===== src/rtl/tff_pkg.sv =====
// ----------------------------------------------------------------------------
// tff_pkg
// Shared types and constants for the toggle-event decoder.
//   tff_dec_state_t : decoder FSM states (INIT while the synchroniser settles,
//                     RUN while edges are being turned into events)
//   *_DEFAULT       : default parameter values for the decoder
//   InitCntW        : width of the INIT cycle counter (counts 0..SYNC_STAGES,
//                     SYNC_STAGES being at most 4)
// ----------------------------------------------------------------------------
package tff_pkg;

  typedef enum logic [0:0] {
    INIT,
    RUN
  } tff_dec_state_t;

  localparam int unsigned SYNC_STAGES_DEFAULT = 2;
  localparam int unsigned CNT_W_DEFAULT       = 4;
  localparam int unsigned SEQ_W_DEFAULT       = 8;

  localparam int unsigned InitCntW = 3;

endpackage


===== src/rtl/tff_toggle_decoder_if.sv =====
// ----------------------------------------------------------------------------
// tff_toggle_decoder_if
// Event token handshake between the toggle decoder (master) and its consumer
// (slave).
//   ev_valid : at least one event pending          (master -> slave)
//   ev_ready : consumer accepts the head event     (slave  -> master)
//   ev_seq   : sequence number of the head event   (master -> slave)
//   pending  : number of buffered events           (master -> slave)
//   overflow : sticky, an event was dropped        (master -> slave)
//   clr_ovf  : clears overflow                     (slave  -> master)
// ----------------------------------------------------------------------------
interface tff_toggle_decoder_if
  import tff_pkg::*;
#(
  parameter int unsigned CNT_W = CNT_W_DEFAULT,
  parameter int unsigned SEQ_W = SEQ_W_DEFAULT
) ();

  logic             ev_valid;
  logic             ev_ready;
  logic [SEQ_W-1:0] ev_seq;
  logic [CNT_W-1:0] pending;
  logic             overflow;
  logic             clr_ovf;

  modport master (
    output ev_valid,
    output ev_seq,
    output pending,
    output overflow,
    input  ev_ready,
    input  clr_ovf
  );

  modport slave (
    input  ev_valid,
    input  ev_seq,
    input  pending,
    input  overflow,
    output ev_ready,
    output clr_ovf
  );

endinterface


===== src/rtl/tff_sync.sv =====
// ----------------------------------------------------------------------------
// tff_sync
// Flop-chain synchroniser bringing the asynchronous toggle line into i_clk.
//   i_clk : clock
//   i_rst : synchronous active-high reset, clears every stage to 0
//   i_d   : asynchronous input level
//   o_q   : synchronised level (last stage)
// ----------------------------------------------------------------------------
module tff_sync
  import tff_pkg::*;
#(
  parameter int unsigned SYNC_STAGES = SYNC_STAGES_DEFAULT
) (
  input  logic i_clk,
  input  logic i_rst,
  input  logic i_d,
  output logic o_q
);

  logic [SYNC_STAGES-1:0] r_sync;

  always_ff @(posedge i_clk) begin
    if (i_rst) begin
      r_sync <= '0;
    end else begin
      r_sync <= {r_sync[SYNC_STAGES-2:0], i_d};
    end
  end

  assign o_q = r_sync[SYNC_STAGES-1];

endmodule


===== src/rtl/tff_toggle_decoder.sv =====
// ----------------------------------------------------------------------------
// tff_toggle_decoder
// Turns a toggle-encoded event line (every level change is one event) into
// handshaked event tokens with a wrapping sequence number.
//   i_clk  : clock, all state on posedge
//   i_rst  : synchronous active-high reset
//   i_t    : toggle-encoded event line, asynchronous to i_clk
//   o_q    : synchronised level of i_t
//   ev_if  : event handshake (valid/ready, head sequence number, pending
//            count, sticky overflow and its clear)
// ----------------------------------------------------------------------------
module tff_toggle_decoder
  import tff_pkg::*;
#(
  parameter int unsigned SYNC_STAGES = SYNC_STAGES_DEFAULT,
  parameter int unsigned CNT_W       = CNT_W_DEFAULT,
  parameter int unsigned SEQ_W       = SEQ_W_DEFAULT
) (
  input  logic                        i_clk,
  input  logic                        i_rst,
  input  logic                        i_t,
  output logic                        o_q,
  tff_toggle_decoder_if.master        ev_if
);

  localparam logic [CNT_W-1:0]    PendMax  = '1;
  localparam logic [InitCntW-1:0] InitLast = InitCntW'(SYNC_STAGES);

  tff_dec_state_t      r_state;
  tff_dec_state_t      w_state_nxt;
  logic [InitCntW-1:0] r_init_cnt;
  logic [InitCntW-1:0] w_init_cnt_nxt;

  logic                w_q;
  logic                r_prev;
  logic                w_detect;
  logic                w_accept;
  logic                w_drop;

  logic [CNT_W-1:0]    r_pending;
  logic [CNT_W-1:0]    w_pending_nxt;
  logic [SEQ_W-1:0]    r_seq;
  logic [SEQ_W-1:0]    w_seq_nxt;
  logic                r_ovf;
  logic                w_ovf_nxt;

  tff_sync #(
    .SYNC_STAGES (SYNC_STAGES)
  ) u_sync (
    .i_clk (i_clk),
    .i_rst (i_rst),
    .i_d   (i_t),
    .o_q   (w_q)
  );

  // INIT lets the synchroniser and r_prev settle on the current line level so
  // a line already high at reset release is not mistaken for an event.
  always_comb begin
    w_state_nxt    = r_state;
    w_init_cnt_nxt = r_init_cnt;
    w_detect       = 1'b0;
    unique case (r_state)
      INIT: begin
        if (r_init_cnt == InitLast) begin
          w_state_nxt    = RUN;
          w_init_cnt_nxt = '0;
        end else begin
          w_init_cnt_nxt = r_init_cnt + InitCntW'(1);
        end
      end
      RUN: begin
        w_detect = w_q ^ r_prev;
      end
      default: begin
        w_state_nxt    = INIT;
        w_init_cnt_nxt = '0;
      end
    endcase
  end

  always_ff @(posedge i_clk) begin
    if (i_rst) begin
      r_state    <= INIT;
      r_init_cnt <= '0;
    end else begin
      r_state    <= w_state_nxt;
      r_init_cnt <= w_init_cnt_nxt;
    end
  end

  // Event buffer. A detect and an accept in the same cycle cancel out, which
  // is also what keeps a full buffer from dropping while it is being drained.
  always_comb begin
    w_pending_nxt = r_pending;
    w_seq_nxt     = r_seq;
    w_ovf_nxt     = r_ovf;
    w_accept      = (r_pending != '0) && ev_if.ev_ready;
    w_drop        = w_detect && !w_accept && (r_pending == PendMax);

    if (w_detect && !w_accept && !w_drop) begin
      w_pending_nxt = r_pending + CNT_W'(1);
    end else if (w_accept && !w_detect) begin
      w_pending_nxt = r_pending - CNT_W'(1);
    end

    if (w_accept) begin
      w_seq_nxt = r_seq + SEQ_W'(1);
    end

    // A drop wins over a clear in the same cycle.
    if (w_drop) begin
      w_ovf_nxt = 1'b1;
    end else if (ev_if.clr_ovf) begin
      w_ovf_nxt = 1'b0;
    end
  end

  always_ff @(posedge i_clk) begin
    if (i_rst) begin
      r_prev    <= 1'b0;
      r_pending <= '0;
      r_seq     <= '0;
      r_ovf     <= 1'b0;
    end else begin
      r_prev    <= w_q;
      r_pending <= w_pending_nxt;
      r_seq     <= w_seq_nxt;
      r_ovf     <= w_ovf_nxt;
    end
  end

  assign o_q            = w_q;
  assign ev_if.ev_valid = (r_pending != '0);
  assign ev_if.ev_seq   = r_seq;
  assign ev_if.pending  = r_pending;
  assign ev_if.overflow = r_ovf;

endmodule


===== src/flat_wrapper.sv =====
// flat-port wrapper written by rule: the top's interface ports become plain ports
module tff_toggle_decoder_flat import tff_pkg::*;
#(
  parameter int unsigned SYNC_STAGES = SYNC_STAGES_DEFAULT,
  parameter int unsigned CNT_W       = CNT_W_DEFAULT,
  parameter int unsigned SEQ_W       = SEQ_W_DEFAULT
)
  (i_clk, i_rst, i_t, o_q, ev_if_ev_valid, ev_if_ev_seq, ev_if_pending, ev_if_overflow, ev_if_ev_ready, ev_if_clr_ovf);
  tff_toggle_decoder_if #(.CNT_W(CNT_W), .SEQ_W(SEQ_W)) ev_if_i ();
  input  logic i_clk;
  input  logic i_rst;
  input  logic i_t;
  output logic o_q;
  output wire logic [$bits(ev_if_i.ev_valid)-1:0] ev_if_ev_valid;
  output wire logic [$bits(ev_if_i.ev_seq)-1:0] ev_if_ev_seq;
  output wire logic [$bits(ev_if_i.pending)-1:0] ev_if_pending;
  output wire logic [$bits(ev_if_i.overflow)-1:0] ev_if_overflow;
  input wire logic [$bits(ev_if_i.ev_ready)-1:0] ev_if_ev_ready;
  input wire logic [$bits(ev_if_i.clr_ovf)-1:0] ev_if_clr_ovf;
  assign ev_if_ev_valid = ev_if_i.ev_valid;
  assign ev_if_ev_seq = ev_if_i.ev_seq;
  assign ev_if_pending = ev_if_i.pending;
  assign ev_if_overflow = ev_if_i.overflow;
  assign ev_if_i.ev_ready = ev_if_ev_ready;
  assign ev_if_i.clr_ovf = ev_if_clr_ovf;
  tff_toggle_decoder #(.SYNC_STAGES(SYNC_STAGES), .CNT_W(CNT_W), .SEQ_W(SEQ_W)) u_core (.i_clk(i_clk), .i_rst(i_rst), .i_t(i_t), .o_q(o_q), .ev_if(ev_if_i));
endmodule

===== config.mk =====
export PLATFORM = sky130hd
export DESIGN_NAME = tff_toggle_decoder_flat
export DESIGN_NICKNAME = d
export VERILOG_FILES = /design/src/rtl/tff_pkg.sv /design/src/rtl/tff_toggle_decoder_if.sv /design/src/rtl/tff_sync.sv /design/src/rtl/tff_toggle_decoder.sv /design/src/flat_wrapper.sv
export SDC_FILE = /design/constraint.sdc
export NUM_CORES = 1
export LEC_CHECK = 0
export BUFFER_PORTS_ARGS = -buffer_cell sky130_fd_sc_hd__buf_2
export CORE_MARGIN = 2
export CORE_UTILIZATION = 51
export CTS_CLUSTER_DIAMETER = 30
export CTS_CLUSTER_SIZE = 12
export DETAILED_ROUTE_END_ITERATION = 7
export GPL_ROUTABILITY_DRIVEN = 0
export MAX_ROUTING_LAYER = met4
export PLACE_DENSITY = 0.76
export SLEW_MARGIN = 20
export SYNTH_ARGS = -nofsm -noshare
export SYNTH_HDL_FRONTEND = slang
export SYNTH_SLANG_ARGS = --single-unit

===== constraint.sdc =====
create_clock -name i_clk -period 3.15 [get_ports i_clk]
set_input_delay 0 -clock i_clk [delete_from_list [all_inputs] [get_ports i_clk]]
set_output_delay 0 -clock i_clk [all_outputs]
set_load 0.02 [all_outputs]

# Word level (Yosys, flattened, before mapping)
# Cells that the tools add are included.
# Widths: inputs -> output; s select.
dict set report op_classes {
  reduce_logical 11
  addsub 4
  bitwise 1
  mux 8
  eq_ne 2
}
# op count
set ops {}
lappend ops {{$add 8x1->8 const B} 1}
lappend ops {{$mux 4} 2}
lappend ops {{$logic_and 1x1->1} 5}
lappend ops {{$mux 1} 5}
lappend ops {{$add 4x1->4 const B} 1}
lappend ops {{$eq 4x4->1 const B} 1}
lappend ops {{$reduce_bool 2->1} 2}
lappend ops {{$reduce_bool 4->1} 1}
lappend ops {{$sub 4x1->4 const B} 1}
lappend ops {{$add 3x1->3 const B} 1}
lappend ops {{$eq 3x2->1 const B} 1}
lappend ops {{$logic_not 1->1} 3}
lappend ops {{$mux 3} 1}
lappend ops {{$xor 1x1->1} 1}
dict set report word_totals {
  output_inout_bits 15
  register_bits 20
  in_bits 5
}

# Logic depth before layout (Yosys ltp)
# Gate-level depths: netlist (run 1).
dict set report depth {
  ltp_word 8
  ltp_mapped 8
  mapped_depth_nobuf 8
}

# Hierarchy
# A second synthesis (run 1) with hierarchy kept.
dict set report unflattened {
  hier_cells 100
  area_unflattened_um2 924.6
}
# module area_each_um2 n_inst cells_each seq_area_each_um2
set by_module_without_submodules {}
lappend by_module_without_submodules {tff_toggle_decoder 872.1 1 96 360.3}
lappend by_module_without_submodules {tff_sync 52.6 1 4 40.0}

# Worst setup path after synthesis (run 1)
# No wires, ideal clock.
dict set report synth_timing {
  kind {reg2reg}
  from {register u_core.r_pending[0] (netlist: u_core.ev_if.pending[0])}
  to {register u_core.r_pending[3] (netlist: u_core.ev_if.pending[3])}
  slack_ps 578
  n_path_buf 0
  period_less_slack_ps 2572
  required_ps 3027
  setup_time_ps 123
  stages_incl_launch_ff 9
  arrival_ps 2448
  path_cell_list {dfxtp_1 > o41ai_4 > and4_1 > inv_1 > ha_1 > a21o_1 > a21oi_1 > mux2i_1 > mux2_1}
}
dict set report synth_via {
  elab_chain_len 8
  word_cells_on_any_way 14
  classes_between {2 x add/sub; 1 x eq/ne; 2 x mux; 9 x reduce/logical}
}
# element line_no
set synth_rtl {}
lappend synth_rtl {{start: declaration} tff_toggle_decoder.sv:40} ;# logic [CNT_W-1:0] r_pending;
lappend synth_rtl {{start signal: assignment} tff_toggle_decoder.sv:126} ;# r_pending <= w_pending_nxt;
lappend synth_rtl {{branches (longest 8 deep; another with $sub 4x1->4)} n/a}
# Several ways; the timed one is not identified. The select of a mux whose other input is x is not followed.
# A chain may end at the register's enable or synchronous reset.

# Final worst setup path (run 1)
# Same ends and word-level chain as after synthesis.

==> results of run 1 <==
## repair_timing
item,CTS,global route
setup buffers,0,0
hold endpoints to repair,2,0
resized for setup,0,0
hold buffers,2,0
setup endpoints to repair,0,0
## registers in the layout (all words and copies together), names as in the netlist
signal	flops
u_core.ev_if.ev_seq	8
u_core.ev_if.pending	4
u_core.r_state	1
u_core.u_sync.r_sync	2
u_core.ev_if.overflow	1
u_core.r_prev	1
u_core.r_init_cnt	3
## placed cells by master, fill, tap and decap left out, types with 2 or more instances in the layout
master / instances
dlygate4sd3_1: 2
o21ai_0: 3
nand4_1: 3
nor3_1: 4
inv_1: 2
ha_1: 3
xnor2_1: 4
dfxtp_1: 20
nor2_1: 10
clkbuf_4: 3
nand2b_1: 3
nand3b_1: 2
nor2b_1: 5
nand2_1: 6
nand3_1: 2
a21oi_1: 9
xor2_1: 6
buf_2: 19
## layer usage
metal,vias up,share of wire [%],GRT usage [%]
met5,-,0,-
met4,0,2.5,12.0
met1,311,49,22.8
li1,387,-,-
met3,4,2.5,3.53
met2,14,46,30.6
## report_power, final
part	switching (mW)	total (mW)	internal (mW)
logic	0.210	0.389	0.179
registers	0.0906	0.396	0.305
clock network	0.0706	0.115	0.0445
total	0.371	0.900	0.529
## logic make-up after synthesis
logic type                 share of synthesized area, %
adders and majority gates                          6.32
DFF                                                44.0
AOI/OAI and AO/OA                                  12.6
muxes                                              2.34
and+or+nand+nor                                    23.5
xor gates and xnor gates                           9.61
buffers and inverters                              1.65
## final timing paths
check	start	to	slack (ps)	cells after the start
setup reg to reg	u_core.ev_if.pending[0]	u_core.ev_if.pending[3]	470	8
hold reg to reg	u_core.u_sync.r_sync[0]	u_core.u_sync.r_sync[1]	450	1
setup / recovery	u_core.ev_if.pending[0]	u_core.ev_if.pending[3]	470	8
hold / removal	i_rst	u_core.ev_if.ev_seq[2]	90	2
## cells in the mapped netlist, types with 2 or more instances
library cell / number
a21oi_1: 9
dfxtp_1: 20
ha_1: 3
inv_1: 2
nand2_1: 6
nand2b_1: 3
nand3_1: 2
nand3b_1: 2
nand4_1: 3
nor2_1: 10
nor2b_1: 5
nor3_1: 4
o21ai_0: 3
xnor2_1: 4
xor2_1: 6
## worst reg2reg max path, cell delays in order, from the launching register on
cell     delay [ps]
dfxtp_1         430
o41ai_4         480
and4_1          350
inv_1           130
ha_1            290
a21o_1          170
a21oi_1         170
mux2i_1         230
mux2_1          330
## final cells by class
class | instances | area [µm²] | share of cell area, %
multi-input combinational | 72 | 495 | 46.2
sequential | 20 | 400 | 37.3
timing repair buffer | 21 | 115 | 10.7
tap | 25 | 31.3 | 2.92
clock buffer | 3 | 22.5 | 2.10
inverter | 2 | 7.51 | 0.700
## stage by stage
step	total power, mW	instances	utilization [%]
after floorplan	0.685	96	-
after global placement	0.773	138	60.3
after detailed placement	0.789	138	60.3
after CTS	0.907	143	62.8
after global routing	0.980	143	62.8
final	0.900	143	62.8
==> results.sh, run 1 <==
export IMPL_drt_initial_drc_count=8
export IMPL_crit_path_max_fanout=9
export IMPL_path_buf_inv=1
export IMPL_netlist_area_um2=911
export IMPL_row_count=15
export IMPL_syn_inst=96
export IMPL_synth_seq_cells=20
export IMPL_num_nets_final=129
export IMPL_setup_ws_ps=465
export IMPL_path_class="register to register"
export IMPL_antenna_found_initial=0
export IMPL_numPortBuffers=19
export IMPL_final_layout_size_suffix_gt1_share_pct=19.5
export IMPL_slew_limit_headroom_pct=73.6
export IMPL_worstSkewPairLatency_ps=290
export IMPL_p_leak_nw=0.447
export IMPL_die_h_um=46.3
export IMPL_whs_ps=88.7
export IMPL_critical_path_arrival_ps=2880
export IMPL_slew_viol_final=0
export IMPL_yosysWarnings=0
export IMPL_grt_pass1_vias=660
export IMPL_placed_cell_area_mm2=0.00103
export IMPL_grt_pass1_wl_um=2810
export IMPL_async_flop_share_pct=0
export IMPL_clockRootBuffer="clkbuf_4"
export IMPL_numCtsBuffers=3
export IMPL_grt_setup_unrepaired="no"
export IMPL_stdcell_area_mm2=0.00107
export IMPL_n_fill_cell=147
export IMPL_fmax_mhz=372
export IMPL_ios=20
export IMPL_yosysSeqAreaShare_pct=44.0
export IMPL_routed_via_count=716
export IMPL_synth_nets=105
export IMPL_cp_slowest_cell="o41ai_4"
export IMPL_synth_area_leaders="dfxtp_1 44%, xor2_1 5.8%, a21oi_1 4.9%"
export IMPL_cts_tree="built"
export IMPL_irDropWorstVdd_v=0.000398
export IMPL_grt_use_total_pct=19.5
export IMPL_dp_slack_ps=464
export IMPL_crit_chain="o41ai_4 -> and4_1 -> inv_1 -> ha_1 -> a21o_1 -> a21oi_1 -> mux2i_1 -> mux2_1"
export IMPL_cts_path_max_buffers=2
export IMPL_synth_top_area_share_pct=44.0
export IMPL_ys_types=29
export IMPL_die_x_um=46.3
export IMPL_start_util_pct=53.3
export IMPL_dr_pass1_iters=4
export IMPL_synth_main_ff_cell="dfxtp_1"
export IMPL_hold_violations=0
export IMPL_antenna_cells=0
export IMPL_ant_nets=0
export IMPL_yosys_area_top_type="dfxtp_1"
export IMPL_grt_max_degree=22
export IMPL_required_ps=3340
export IMPL_endpoint_kind="register"
export IMPL_start_kind="register"
export IMPL_fin_crit_sh_pct=85.2
export IMPL_via_per_inst=5.01
export IMPL_cts_htree_levels=1
export IMPL_core_area_mm2=0.00171
export IMPL_clkTransAtPathRegs_ps=100
export IMPL_fp_dieArea_mm2=0.00214
export IMPL_fin_crit_ps=2680
export IMPL_worstMarginPinSlew_ps=395
export IMPL_avgSynthCellArea_um2=9.49
export IMPL_hold_class="input port to register"
export IMPL_grt_overflow=0
export IMPL_status="finished, final reports clean"
export IMPL_cpLargestDelayFamily="compound AO/OA/AOI/OAI gates"
export IMPL_place_hpwl_um=1210
export IMPL_wl_per_cell_um=11.5
export IMPL_synthToLayoutAreaGrowth_pct=17.7
export IMPL_skew_ps=3.46
export IMPL_wirelength_um=1650
export IMPL_crit_path_max_incr_delay_ps=480
export IMPL_drc=0
export IMPL_finalSetupViolations=0
export IMPL_power_density_mw_per_mm2=839
export IMPL_max_cap_violations=0
export IMPL_setup_tns_ps=0
export IMPL_clock_sinks=20
export IMPL_synth_edf_count=0
Power figures use the tool's default switching activity.
==> inputs of run 2 (changes only) <==
CORE_UTILIZATION = 45   (was 51)
PLACE_DENSITY = 0.68   (was 0.76)
==> run 2 against run 1 <==
First-iteration DRC count shrank 75%. Global-route usage shrank 3.3 points. Sequential power is essentially flat. Wire length grew 0.30%. Clock-buffer cell count is the same. Clock skew grew 1.7 ps. Sequential share of layout area shrank 1.1 points. Sequential cell count is the same. Critical endpoint unchanged.
==> results.sh, run 2 (synthesis results as in run 1) <==
export IMPL_status="finished, final reports clean"
export IMPL_cp_slowest_cell="o41ai_4"
export IMPL_cts_repair_resized=0
export IMPL_cts_setup_buffers=0
export IMPL_slew_viol_final=0
export IMPL_cts_htree_levels=1
export IMPL_num_nets_final=129
export IMPL_die_h_um=49.0
export IMPL_grt_setup_unrepaired="no"
export IMPL_worst_r2r_cell_count=8
export IMPL_crit_path_start="u_core.ev_if.pending[0]"
export IMPL_skew_ps=5.19
export IMPL_finalSetupViolations=0
export IMPL_fin_crit_sh_pct=86.1
export IMPL_fmax_mhz=369
export IMPL_dr_pass1_iters=4
export IMPL_crit_path_max_fanout=9
export IMPL_die_x_um=49.0
export IMPL_place_hpwl_um=1140
export IMPL_crit_path_max_incr_delay_ps=480
export IMPL_power_density_mw_per_mm2=896
export IMPL_required_ps=3350
export IMPL_start_util_pct=46.9
export IMPL_antenna_cells=0
export IMPL_worstMarginPinSlew_ps=437
export IMPL_largest_reg_flops=8
export IMPL_mostFrequentLayoutCell="dfxtp_1"
export IMPL_grt_max_degree=22
export IMPL_synthToLayoutAreaGrowth_pct=21.3
export IMPL_wl_met3_um=71
export IMPL_crit_chain="o41ai_4 -> and4_1 -> inv_1 -> ha_1 -> a21o_1 -> a21oi_1 -> mux2i_1 -> mux2_1"
export IMPL_hp_start="i_rst"
export IMPL_numPortBuffers=19
export IMPL_cts_tree="built"
export IMPL_whs_ps=71.3
export IMPL_antenna_found_initial=0
export IMPL_clock_sinks=20
export IMPL_grt_pass1_vias=652
export IMPL_drt_initial_drc_count=2
export IMPL_fin_crit_ps=2710
export IMPL_row_count=16
export IMPL_fp_dieArea_mm2=0.00240
export IMPL_worstSkewPairLatency_ps=310
export IMPL_cts_path_max_buffers=2
export IMPL_clkTransAtPathRegs_ps=120
export IMPL_p_leak_nw=0.461
export IMPL_wl_per_cell_um=11.3
export IMPL_ios=20
export IMPL_ant_nets=0
export IMPL_endpoint_kind="register"
export IMPL_dr_wl_met2_um=749
export IMPL_final_layout_size_suffix_gt1_share_pct=20.2
export IMPL_grt_pass1_wl_um=2900
export IMPL_clockRootBuffer="clkbuf_4"
export IMPL_final_cell_mix="20 x dfxtp_1, 19 x buf_2, 10 x nor2_1"
export IMPL_path_buf_inv=1
export IMPL_routed_via_count=739
export IMPL_start_kind="register"
export IMPL_path_class="register to register"
export IMPL_irDropWorstVdd_v=0.000566
export IMPL_critical_path_arrival_ps=2920
export IMPL_drc=0
export IMPL_grt_overflow=0
export IMPL_setup_tns_ps=0
export IMPL_via_per_inst=5.06
export IMPL_wirelength_um=1660
export IMPL_crit_cells=8
export IMPL_max_cap_violations=0
export IMPL_cpLargestDelayFamily="compound AO/OA/AOI/OAI gates"
export IMPL_drt_met1_wl_um=819
export IMPL_holdPathStages=2
export IMPL_holdBufCountCts=2
export IMPL_hold_violations=0
export IMPL_top_layer="met4"
export IMPL_grt_use_total_pct=16.2
export IMPL_numCtsBuffers=3
export IMPL_slew_limit_headroom_pct=70.9
export IMPL_hold_class="input port to register"
export IMPL_core_area_mm2=0.00194
export IMPL_r2r_start="u_core.ev_if.pending[0]"
-- run 2: final timing paths --
path | slack (ps) | endpoint
hold / removal | 70 | u_core.r_init_cnt[2]
setup / recovery | 440 | u_core.ev_if.pending[3]
setup reg to reg | 440 | u_core.ev_if.pending[3]
hold reg to reg | 460 | u_core.u_sync.r_sync[1]
-- run 2: power by group --
group	internal (mW)	total, mW	switching, mW	leakage (nW)
combinational	0.176	0.382	0.206	0.270
sequential	0.305	0.395	0.0903	0.163
clock	0.129	0.213	0.0839	0.0279
total	0.610	0.990	0.380	0.461
-- run 2: per-stage QoR --
step / util, % / area, µm² / cells / setup WS [ps] / total power, mW
CTS: 56.9 / 1100 / 146 / 432 / 1.00
global placement: 53.2 / 1030 / 140 / 521 / 0.777
finish: 56.9 / 1100 / 146 / 439 / 0.990
global route: 56.9 / 1100 / 146 / 221 / 1.06
floorplan: - / 911 / 96 / 578 / 0.685
detailed placement: 53.2 / 1030 / 140 / 446 / 0.783
-- run 2: area by class of cell --
type	count	area, µm²
Tap cell	27	33.8
Inverter	2	7.51
Sequential cell	20	400
Clock inverter	1	30.0
Fill cell	198	837
Clock buffer	3	22.5
Timing Repair Buffer	21	115
Multi-Input combinational cell	72	495
-- run 2: layer usage --
layer,vias up,track usage (%)
met5,-,-
met4,0,4.29
met3,2,5.52
met2,15,26.7
met1,339,18.8
li1,383,-
-- run 2: worst reg2reg max path, delay by kind of cell (launching register included) --
family	cells	cell delay (ps)
AO/OA/AOI/OAI	3	820
multiplexers	2	560
buffers and inverters	1	140
AND/OR/NAND/NOR	1	360
adder cells (fa/ha/maj)	1	300
flip-flops	1	440
==> inputs of run 3 (changes only) <==
CORE_UTILIZATION = 51   (was 45)
PLACE_DENSITY = 0.76   (was 0.68)
clock period = 2.7 ns   (was 3.15 ns; I/O delays follow)
==> run 3 against run 2 <==
Design area is 1.8% higher. Clock-buffer cell count did not move. Wire length up 4.4%. Combinational power increased by 33%. Critical path type unchanged. Largest cell class unchanged.
==> results.sh, run 3 (synthesis results as in run 1) <==
export IMPL_numCtsBuffers=3
export IMPL_p_sw_share_pct=38.2
export IMPL_die_h_um=46.3
export IMPL_clockRootBuffer="clkbuf_4"
export IMPL_clkTransAtPathRegs_ps=110
export IMPL_cts_tree="built"
export IMPL_setup_tns_ps=0
export IMPL_routed_via_count=759
export IMPL_required_ps=2890
export IMPL_ios=20
export IMPL_p_switching_mw=0.453
export IMPL_status="finished, final reports clean"
export IMPL_grt_setup_unrepaired="no"
export IMPL_die_x_um=46.3
export IMPL_worstMarginPinSlew_ps=478
export IMPL_worstSkewPairLatency_ps=300
export IMPL_fp_dieArea_mm2=0.00214
export IMPL_p_seq_share_pct=37.0
export IMPL_via_per_inst=5.16
export IMPL_power_density_mw_per_mm2=1050
export IMPL_cts_path_max_buffers=2
export IMPL_fin_crit_sh_pct=96.1
export IMPL_largest_reg_flops=8
export IMPL_path_class="register to register"
export IMPL_crit_path_max_fanout=7
export IMPL_cpLargestDelayFamily="compound AO/OA/AOI/OAI gates"
export IMPL_wirelength_um=1730
export IMPL_critical_path_arrival_ps=2780
export IMPL_stdcell_area_mm2=0.00112
export IMPL_grt_pass1_vias=622
export IMPL_cp_slowest_cell="o41ai_4"
export IMPL_power_frac_comb_pct=42.8
export IMPL_crit_path_max_incr_delay_ps=490
export IMPL_fin_crit_ps=2590
export IMPL_path_buf_inv=1
export IMPL_fmax_mhz=385
export IMPL_irDropWorstVdd_v=0.000608
export IMPL_start_util_pct=53.3
export IMPL_antenna_found_initial=0
export IMPL_hold_class="input port to register"
export IMPL_drc=0
export IMPL_start_kind="register"
export IMPL_cts_htree_levels=1
export IMPL_slew_limit_headroom_pct=68.2
export IMPL_skew_ps=6.32
export IMPL_endpoint_kind="register"
export IMPL_p_leak_nw=0.477
export IMPL_clock_power_share_pct=20.2
export IMPL_grt_use_total_pct=18.7
export IMPL_cts_repair_resized=0
export IMPL_internal_power_mw=0.733
export IMPL_clock_sinks=20
export IMPL_reg2reg_slack_ps=110
export IMPL_ant_nets=0
export IMPL_synthToLayoutAreaGrowth_pct=23.5
export IMPL_antenna_cells=0
export IMPL_placed_cell_area_mm2=0.00105
export IMPL_hold_violations=0
export IMPL_slew_viol_final=0
export IMPL_crit_chain="o41ai_4 -> and4_1 -> inv_1 -> ha_1 -> a21o_1 -> a21oi_1 -> mux2i_1 -> mux2_1"
export IMPL_final_cell_mix="20 x dfxtp_1, 19 x buf_2, 10 x nor2_1"
export IMPL_grt_pass1_wl_um=2750
export IMPL_wl_per_cell_um=11.7
export IMPL_drt_initial_drc_count=10
export IMPL_place_hpwl_um=1240
export IMPL_finalSetupViolations=0
export IMPL_numPortBuffers=19
export IMPL_core_area_mm2=0.00171
export IMPL_final_layout_size_suffix_gt1_share_pct=22.1
export IMPL_num_nets_final=132
export IMPL_max_cap_violations=0
export IMPL_mostFrequentLayoutCell="dfxtp_1"
export IMPL_grt_max_degree=22
export IMPL_dr_pass1_iters=4
export IMPL_grt_overflow=0
export IMPL_row_count=15
run 3: changes by cell type in the layout (fill, tap and decap cells not counted), sizes merged:
cell,delta
buf,+3
run 3: cell type report:
type                    instances  area [µm²]
clock buffers                   3        22.5
flip-flops and latches         20         400
fillers                       155         583
repair buffers                 24         138
well taps                      25        31.3
multi-input cells              72         495
clock inverters                 1        30.0
inverters                       2        7.51
run 3: worst paths after layout:
check | to | cells after the start | startpoint
max | u_core.ev_if.pending[3] | 8 | u_core.ev_if.pending[3]
min | u_core.ev_if.ev_seq[7] | 2 | i_rst
max reg2reg | u_core.ev_if.pending[3] | 8 | u_core.ev_if.pending[3]
min reg2reg | u_core.u_sync.r_sync[1] | 1 | u_core.u_sync.r_sync[0]
run 3: routing by layer:
| metal | track usage (%) | part of all wire, % | vias up |
|---|---|---|---|
| met1 | 23.3 | 48 | 349 |
| li1 | - | - | 392 |
| met5 | - | 0 | - |
| met3 | 7.06 | 3.6 | 2 |
| met2 | 28.3 | 48 | 16 |
| met4 | 5.14 | 0.81 | 0 |
run 3: timing repair:
action	4_1_cts	5_1_grt
setup buffers	0	0
hold endpoints to repair	2	0
hold buffers	2	0
run 3: power groups by stage:
stage                     clock network [mW]  logic [mW]  registers [mW]
after global routing                   0.258       0.562           0.450
after floorplan                            0       0.297           0.502
after CTS                              0.247       0.509           0.438
final                                  0.240       0.508           0.438
after global placement                     0       0.490           0.438
after detailed placement                   0       0.504           0.445
run 3: metrics by stage:
stage          hold slack [ps]  utilization, %  cells  total power [mW]  worst slack, ps
2_1_floorplan              128               -     96             0.799              128
3_3_place_gp               212            61.6    141             0.928              222
5_1_grt                   85.3            65.9    147              1.27             46.3
6_report                  82.1            65.9    147              1.19              106
3_5_place_dp               218            61.6    141             0.949             86.8
4_1_cts                   74.1            65.9    147              1.19              100
run 3: worst register-to-register path: cells and delay by family, from the launching register on:
family / cells / cell delay, ps
adder cells (fa/ha/maj): 1 / 290
multiplexers: 2 / 570
buffers and inverters: 1 / 110
AO/OA/AOI/OAI: 3 / 850
flip-flops: 1 / 390
AND/OR/NAND/NOR: 1 / 280
